`src/rtl/sfx_pkg.sv`:
```
// Shared constants, state encoding and amplitude helper for the sound-effect engine.
package sfx_pkg;

    localparam int AMP_STEP = 200;
    localparam int VOL_W    = 3;

    typedef enum logic {
        IDLE = 1'b0,
        PLAY = 1'b1
    } state_t;

    function automatic logic [10:0] amp_of(input logic [VOL_W-1:0] vol);
        return 11'(int'(vol) * AMP_STEP);
    endfunction

endpackage

```
`src/rtl/sfx_square_osc.sv`:
```
// Square-wave phase generator: half-period of div cycles, restartable.
module sfx_square_osc
    import sfx_pkg::*;
#(
    parameter int DIV_W = 22
) (
    input  logic             clk,
    input  logic             rst,
    input  logic             restart,
    input  logic [DIV_W-1:0] div,
    output logic             phase
);

    logic [DIV_W-1:0] div_cnt;

    always_ff @(posedge clk) begin
        if (rst) begin
            div_cnt <= '0;
            phase   <= 1'b0;
        end else if (restart) begin
            div_cnt <= '0;
            phase   <= 1'b1;
        end else if (div != '0) begin
            if (div_cnt == div - 1'b1) begin
                div_cnt <= '0;
                phase   <= ~phase;
            end else begin
                div_cnt <= div_cnt + 1'b1;
            end
        end
    end

endmodule

```
`src/rtl/sfx_tone_engine.sv`:
```
// Event-driven square-wave sound-effect engine with fixed-priority arbitration.
// Optional amplitude decay is built when SFX_DECAY_EN is defined.
module sfx_tone_engine
    import sfx_pkg::*;
#(
    parameter  int N_EV      = 4,
    parameter  int DIV_W     = 22,
    parameter  int DUR_W     = 27,
    parameter  int DECAY_CYC = 12_500_000,
    localparam int AW        = (N_EV > 1) ? $clog2(N_EV) : 1
) (
    input  logic                    clk,
    input  logic                    rst,
    input  logic [N_EV-1:0]         ev_pulse,
    input  logic [N_EV*DIV_W-1:0]   ev_div,
    input  logic [N_EV*DUR_W-1:0]   ev_dur,
    input  logic [N_EV*2-1:0]       ev_pan,
    input  logic [VOL_W-1:0]        volume,
    output logic signed [15:0]      audio_left,
    output logic signed [15:0]      audio_right,
    output logic                    busy,
    output logic [AW-1:0]           active_ev,
    output logic                    tone_on,
    output logic                    drop
);

    if (N_EV < 1 || N_EV > 8 || DECAY_CYC < 1) begin : g_bad_param
        $error("sfx_tone_engine: parameter out of range");
    end

    state_t           state;
    logic [DIV_W-1:0] div_lat;
    logic [DUR_W-1:0] dur_cnt;
    logic [1:0]       pan_lat;
    logic             phase;

    logic [N_EV-1:0]  req;
    logic [N_EV-1:0]  win_oh;
    logic [AW-1:0]    win;
    logic             win_vld;
    logic             start;
    logic             drop_nxt;
    logic             note_end;
    logic [10:0]      amp;
    logic [10:0]      amp_eff;
    logic signed [15:0] s;

    // Highest-index valid strobe wins; the loop order makes later hits override.
    always_comb begin
        req     = '0;
        win_oh  = '0;
        win     = '0;
        win_vld = 1'b0;
        for (int i = 0; i < N_EV; i++) begin
            req[i] = ev_pulse[i] && (ev_dur[i*DUR_W +: DUR_W] != '0);
            if (req[i]) begin
                win_oh    = '0;
                win_oh[i] = 1'b1;
                win       = AW'(i);
                win_vld   = 1'b1;
            end
        end
    end

    assign start    = win_vld && (state == IDLE || win >= active_ev);
    assign drop_nxt = (|(req & ~win_oh)) || (win_vld && !start);
    assign amp      = amp_of(volume);

`ifdef SFX_DECAY_EN
    localparam int DC_W = $clog2(DECAY_CYC + 1);

    logic [DC_W-1:0] decay_cnt;
    logic [3:0]      shift;

    assign amp_eff  = amp >> shift;
    assign note_end = (dur_cnt == '0) || (amp_eff == '0);

    always_ff @(posedge clk) begin
        if (rst || start) begin
            decay_cnt <= '0;
            shift     <= '0;
        end else if (state == PLAY) begin
            if (decay_cnt == DC_W'(DECAY_CYC - 1)) begin
                decay_cnt <= '0;
                if (shift != 4'hf) shift <= shift + 1'b1;
            end else begin
                decay_cnt <= decay_cnt + 1'b1;
            end
        end
    end
`else
    assign amp_eff  = amp;
    assign note_end = (dur_cnt == '0);
`endif

    always_comb begin
        s = '0;
        if (state == PLAY && div_lat != '0 && amp_eff != '0)
            s = phase ? 16'(amp_eff) : -16'(amp_eff);
    end

    always_ff @(posedge clk) begin
        if (rst) begin
            state       <= IDLE;
            active_ev   <= '0;
            div_lat     <= '0;
            dur_cnt     <= '0;
            pan_lat     <= '0;
            drop        <= 1'b0;
            audio_left  <= '0;
            audio_right <= '0;
        end else begin
            drop        <= drop_nxt;
            audio_left  <= pan_lat[1] ? s : 16'sd0;
            audio_right <= pan_lat[0] ? s : 16'sd0;
            if (start) begin
                state     <= PLAY;
                active_ev <= win;
                div_lat   <= ev_div[win*DIV_W +: DIV_W];
                dur_cnt   <= ev_dur[win*DUR_W +: DUR_W] - 1'b1;
                pan_lat   <= ev_pan[win*2 +: 2];
            end else begin
                unique case (state)
                    IDLE: ;
                    PLAY: begin
                        if (note_end) begin
                            state     <= IDLE;
                            active_ev <= '0;
                        end else begin
                            dur_cnt <= dur_cnt - 1'b1;
                        end
                    end
                endcase
            end
        end
    end

    assign busy    = (state == PLAY);
    assign tone_on = (state == PLAY) && (div_lat != '0);

    sfx_square_osc #(
        .DIV_W(DIV_W)
    ) u_osc (
        .clk    (clk),
        .rst    (rst),
        .restart(start),
        .div    (div_lat),
        .phase  (phase)
    );

endmodule

```
`config.mk`:
```
export PLATFORM = sky130hd
export DESIGN_NAME = sfx_tone_engine
export DESIGN_NICKNAME = d
export VERILOG_FILES = /design/src/rtl/sfx_pkg.sv /design/src/rtl/sfx_square_osc.sv /design/src/rtl/sfx_tone_engine.sv
export SDC_FILE = /design/constraint.sdc
export NUM_CORES = 1
export LEC_CHECK = 0
export BUFFER_PORTS_ARGS = -buffer_cell sky130_fd_sc_hd__buf_2
export CELL_PAD_IN_SITES_DETAIL_PLACEMENT = 0
export CELL_PAD_IN_SITES_GLOBAL_PLACEMENT = 1
export CORE_AREA = 3 3 129 156
export CTS_BUF_LIST = sky130_fd_sc_hd__clkbuf_8
export DETAILED_ROUTE_END_ITERATION = 12
export DIE_AREA = 0 0 132 159
export PLACE_DENSITY_LB_ADDON = 0.1
export SYNTH_ARGS = -nofsm -noshare
export SYNTH_HDL_FRONTEND = slang
export SYNTH_SLANG_ARGS = --single-unit
export TNS_END_PERCENT = 30
```
`constraint.sdc`:
```
create_clock -name clk -period 10.75 [get_ports clk]
set_input_delay 0 -clock clk [delete_from_list [all_inputs] [get_ports clk]]
set_output_delay 0 -clock clk [all_outputs]
set_load 0.005 [all_outputs]
```
==> flow_summary.html <==
<table>
<tr><th>Metric</th><th>Value</th></tr>
<tr><th colspan="2">Clock network</th></tr>
<tr><td>Level count of the clock H-tree</td><td>3</td></tr>
<tr><td>Cts bufs inserted</td><td>9</td></tr>
<tr><td>Number of sinks driven by the clock tree</td><td>102</td></tr>
<tr><td>Reg clk slew, reported paths</td><td>0.12 ns</td></tr>
<tr><td>Post-CTS setup buffer count</td><td>0</td></tr>
<tr><td>Root cell of the clock tree</td><td>sky130_fd_sc_hd__clkbuf_8</td></tr>
<tr><td>Clock Tree Buf Depth</td><td>2</td></tr>
<tr><td>Post-CTS resize count</td><td>0</td></tr>
<tr><td>Clock network latency to the later pin of the worst-skew pair</td><td>0.40 ns</td></tr>
<tr><td>CTS tree</td><td>yes</td></tr>
<tr><th colspan="2">Drt</th></tr>
<tr><td>Via count normalized by instance count</td><td>5.71</td></tr>
<tr><td>Number of violations reported at the end of detailed-routing iteration 0</td><td>540</td></tr>
<tr><td>Number of iterations in the first detailed-routing pass</td><td>5</td></tr>
<tr><td>Routed WL per cell</td><td>19.3 um</td></tr>
<tr><td>Final routed DRC violation total</td><td>0</td></tr>
<tr><td>Vias after detailed routing</td><td>8601</td></tr>
<tr><td>Detailed Route WL</td><td>29000 um</td></tr>
<tr><td>Count of antenna-violating nets left after detailed routing</td><td>0</td></tr>
<tr><th colspan="2">Critical path</th></tr>
<tr><td>Critical path data required time</td><td>11.09 ns</td></tr>
<tr><td>Largest fanout on the critical path</td><td>18</td></tr>
<tr><td>Setup Crit Path Kind</td><td>input port to flop</td></tr>
<tr><td>CP Launch Type</td><td>input port</td></tr>
<tr><td>Worst path arrival time</td><td>5.14 ns</td></tr>
<tr><td>Setup crit end kind</td><td>flop</td></tr>
<tr><th colspan="2">Logic synthesis</th></tr>
<tr><td>Synth Flop Type</td><td>sky130_fd_sc_hd__dfxtp_1</td></tr>
<tr><td>Synth top area share</td><td>27.3%</td></tr>
<tr><td>Mean post-synth cell area</td><td>7.27 sq um</td></tr>
<tr><td>Synthesized area</td><td>0.00749 sq mm</td></tr>
<tr><td>Syn Inst Count</td><td>1030</td></tr>
<tr><td>Sequential cell area fraction in the yosys report</td><td>27.3%</td></tr>
<tr><td>Cell taking the most area after synthesis</td><td>sky130_fd_sc_hd__dfxtp_1</td></tr>
<tr><td>Async SR Flop Fraction</td><td>0%</td></tr>
<tr><td>Number of unique standard cell types used by synthesis</td><td>75</td></tr>
<tr><td>Area contributors post-synth</td><td>sky130_fd_sc_hd__dfxtp_1 (27%), sky130_fd_sc_hd__nor2_1 (7.7%), sky130_fd_sc_hd__nand2_1 (6.1%)</td></tr>
<tr><td>YS warnings</td><td>0</td></tr>
<tr><td>FF+latch count, synth</td><td>102</td></tr>
<tr><td>EDFF count, synth</td><td>0</td></tr>
<tr><th colspan="2">GRT</th></tr>
<tr><td>Global Route Usage Sum</td><td>26.6%</td></tr>
<tr><td>Number of global-route vias before repair</td><td>8354</td></tr>
<tr><td>Antenna violations before repair</td><td>0</td></tr>
<tr><td>First-pass GRT wire length</td><td>45200 um</td></tr>
<tr><td>Maximum number of pins on one net before global-route repair</td><td>77</td></tr>
<tr><td>Global route total overflow</td><td>0</td></tr>
<tr><th colspan="2">Timing</th></tr>
<tr><td>Minimum hold slack</td><td>0.0290 ns</td></tr>
<tr><td>Final Setup Violations</td><td>0</td></tr>
<tr><td>Crit share post-route</td><td>44.7%</td></tr>
<tr><td>Fmax achieved</td><td>208 MHz</td></tr>
<tr><td>Slew at the pin with the worst max-slew slack</td><td>0.976 ns</td></tr>
<tr><td>Final Worst Setup Slack</td><td>5.95 ns</td></tr>
<tr><td>Worst clock skew</td><td>0.0278 ns</td></tr>
<tr><td>Final-report hold violation count</td><td>0</td></tr>
<tr><td>Unrepaired setup endpoints after global routing</td><td>no</td></tr>
<tr><td>Time the final worst path needs with I/O delays and setup</td><td>4.80 ns</td></tr>
<tr><td>Post-Route Setup TNS</td><td>0 ns</td></tr>
<tr><td>Worst slew margin</td><td>34.5%</td></tr>
<tr><td>Number of pins exceeding their max-slew limit in the final report</td><td>0</td></tr>
<tr><th colspan="2">Final layout</th></tr>
<tr><td>Relative area change from synthesis to final layout</td><td>24.3%</td></tr>
<tr><td>Layout Nets</td><td>1472</td></tr>
<tr><td>Leading cell type in the layout, fill and taps excluded</td><td>sky130_fd_sc_hd__buf_2</td></tr>
<tr><td>Final design area excluding fillers</td><td>0.00931 sq mm</td></tr>
<tr><td>Proportion of layout cells with a drive suffix above 1</td><td>23.4%</td></tr>
<tr><td>Antenna fix cells</td><td>0</td></tr>
<tr><td>Utilization after layout</td><td>49.6%</td></tr>
<tr><td>Commonest non-fill, non-tap cells in the layout</td><td>sky130_fd_sc_hd__buf_2 (243), sky130_fd_sc_hd__nor2_1 (153), sky130_fd_sc_hd__nand2_1 (121)</td></tr>
<tr><td>Final Non-Filler Cells</td><td>1506</td></tr>
<tr><th colspan="2">Outcome</th></tr>
<tr><td>Outcome</td><td>complete, no violations</td></tr>
<tr><th colspan="2">Floorplan</th></tr>
<tr><td>Top-Level Pins</td><td>250</td></tr>
<tr><td>Number of cell rows</td><td>55</td></tr>
<tr><td>Initial core utilization</td><td>39.9%</td></tr>
<tr><td>DIE AREA</td><td>0.0210 sq mm</td></tr>
<tr><td>Die boundary width</td><td>132 um</td></tr>
<tr><td>Area of the core</td><td>0.0188 sq mm</td></tr>
<tr><td>Die Span Y</td><td>159 um</td></tr>
<tr><th colspan="2">Power and ir drop</th></tr>
<tr><td>Leak</td><td>3.83 nW</td></tr>
<tr><td>Overall power</td><td>1.03 mW</td></tr>
<tr><td>Power density over the cells</td><td>111 mW/mm^2</td></tr>
<tr><td>Peak VDD IR</td><td>80.4 uV</td></tr>
<tr><th colspan="2">Placement</th></tr>
<tr><td>Detailed placer's ending HPWL</td><td>22400 um</td></tr>
<tr><td>Worst slack at placement</td><td>5.58 ns</td></tr>
<tr><td>Placement-stage cell area</td><td>0.00882 sq mm</td></tr>
<tr><td>Port Buffer Count</td><td>243</td></tr>
<tr><td>Routability congestion estimate from global placement</td><td>0.988</td></tr>
<tr><td>Dpl cells</td><td>1464</td></tr>
<tr><th colspan="2">Min path</th></tr>
<tr><td>Worst hold path type</td><td>input port to flop</td></tr>
<tr><th colspan="2">Flow run</th></tr>
<tr><td>Max-cap violations</td><td>0</td></tr>
</table>
kinds of logic after synthesis:
group	after synthesis	synth area share, %
AND/OR/NAND/NOR	483	30.6
other	1	0.0501
buffers and inverters	94	5.18
XOR/XNOR	64	7.48
AO/OA/AOI/OAI	255	24.7
flip-flops	102	27.3
adder cells (fa/ha/maj)	14	2.34
multiplexers	17	2.37
cell usage after synthesis, types with 5 or more instances:
cell	count
sky130_fd_sc_hd__mux2_2	5
sky130_fd_sc_hd__inv_1	14
sky130_fd_sc_hd__nand4_1	16
sky130_fd_sc_hd__a221oi_1	10
sky130_fd_sc_hd__a211oi_1	45
sky130_fd_sc_hd__a21o_1	6
sky130_fd_sc_hd__nand2_1	121
sky130_fd_sc_hd__xnor2_1	31
sky130_fd_sc_hd__nor4_1	40
sky130_fd_sc_hd__a22oi_1	6
sky130_fd_sc_hd__nand3_1	21
sky130_fd_sc_hd__o211ai_1	17
sky130_fd_sc_hd__o21a_1	5
sky130_fd_sc_hd__or3_1	7
sky130_fd_sc_hd__xor2_1	33
sky130_fd_sc_hd__dfxtp_1	102
sky130_fd_sc_hd__a21oi_1	32
sky130_fd_sc_hd__mux2i_1	11
sky130_fd_sc_hd__and3_1	11
sky130_fd_sc_hd__nor2_1	153
sky130_fd_sc_hd__and2_1	8
sky130_fd_sc_hd__o31ai_1	7
sky130_fd_sc_hd__ha_1	14
sky130_fd_sc_hd__o21ai_0	44
sky130_fd_sc_hd__nor3_1	66
sky130_fd_sc_hd__nand2b_1	13
sky130_fd_sc_hd__buf_4	9
sky130_fd_sc_hd__a311oi_1	29
sky130_fd_sc_hd__a31oi_1	6
sky130_fd_sc_hd__clkbuf_1	66
sky130_fd_sc_hd__a222oi_1	5
flip-flops by register name (all words and copies together) (netlist names):
signal	count
active_ev	2
audio_left	12
audio_right	12
busy	1
div_lat	22
drop	1
dur_cnt	27
pan_lat	2
u_osc.div_cnt	22
u_osc.phase	1
timing repair:
item | 4_1_cts | 5_1_grt
hold buffers | 26 | 0
endpoints found under the setup margin | 0 | 0
hold endpoints to repair | 31 | 0
worst max-delay path, cell delays in order:
cell	delay, ns
sky130_fd_sc_hd__buf_2	0.10
sky130_fd_sc_hd__nor4_1	0.49
sky130_fd_sc_hd__nand3_1	0.24
sky130_fd_sc_hd__o21a_1	0.43
sky130_fd_sc_hd__nor2_1	0.35
sky130_fd_sc_hd__inv_1	0.18
sky130_fd_sc_hd__ha_1	0.33
sky130_fd_sc_hd__a21oi_1	0.08
sky130_fd_sc_hd__buf_4	0.19
sky130_fd_sc_hd__a41oi_4	0.47
sky130_fd_sc_hd__o211ai_1	0.23
sky130_fd_sc_hd__o21ai_0	0.17
sky130_fd_sc_hd__ha_1	0.25
sky130_fd_sc_hd__inv_1	0.09
sky130_fd_sc_hd__a211oi_4	0.37
sky130_fd_sc_hd__nand4_4	0.24
sky130_fd_sc_hd__nor4_1	0.45
sky130_fd_sc_hd__mux2_1	0.37
sky130_fd_sc_hd__a21oi_1	0.11
power breakdown:
part	total, mW	switching, mW	internal [mW]
clock	0.272	0.157	0.115
combinational	0.320	0.187	0.133
sequential	0.437	0.0332	0.404
total	1.03	0.377	0.652
worst paths after layout:
| path | startpoint | end | slack (ns) | cells past startpoint |
|---|---|---|---|---|
| worst min register to register | dur_cnt[12] | dur_cnt[12] | 0.50 | 2 |
| worst min-delay path | ev_div[67] | div_lat[1] | 0.03 | 3 |
| worst max-delay path | ev_dur[75] | dur_cnt[26] | 5.95 | 19 |
| worst max register to register | div_lat[0] | u_osc.div_cnt[15] | 6.70 | 12 |
layer usage:
layer	up-vias	global-route usage [%]	routed length, um
li1	4233	-	-
met1	4005	31.2	11500
met2	294	46.7	14500
met3	69	4.33	1620
met4	0	13.6	1380
met5	-	0	0
final cells by class:
class,instances,area [sq um]
fillers,1979,9480
multi-input cells,839,5120
flip-flops and latches,102,2040
repair buffers,279,1550
well taps,256,320
clock buffers,9,124
clock inverters,7,100
inverters,14,52.6
Note: power is estimated with default switching activity, not from simulation.
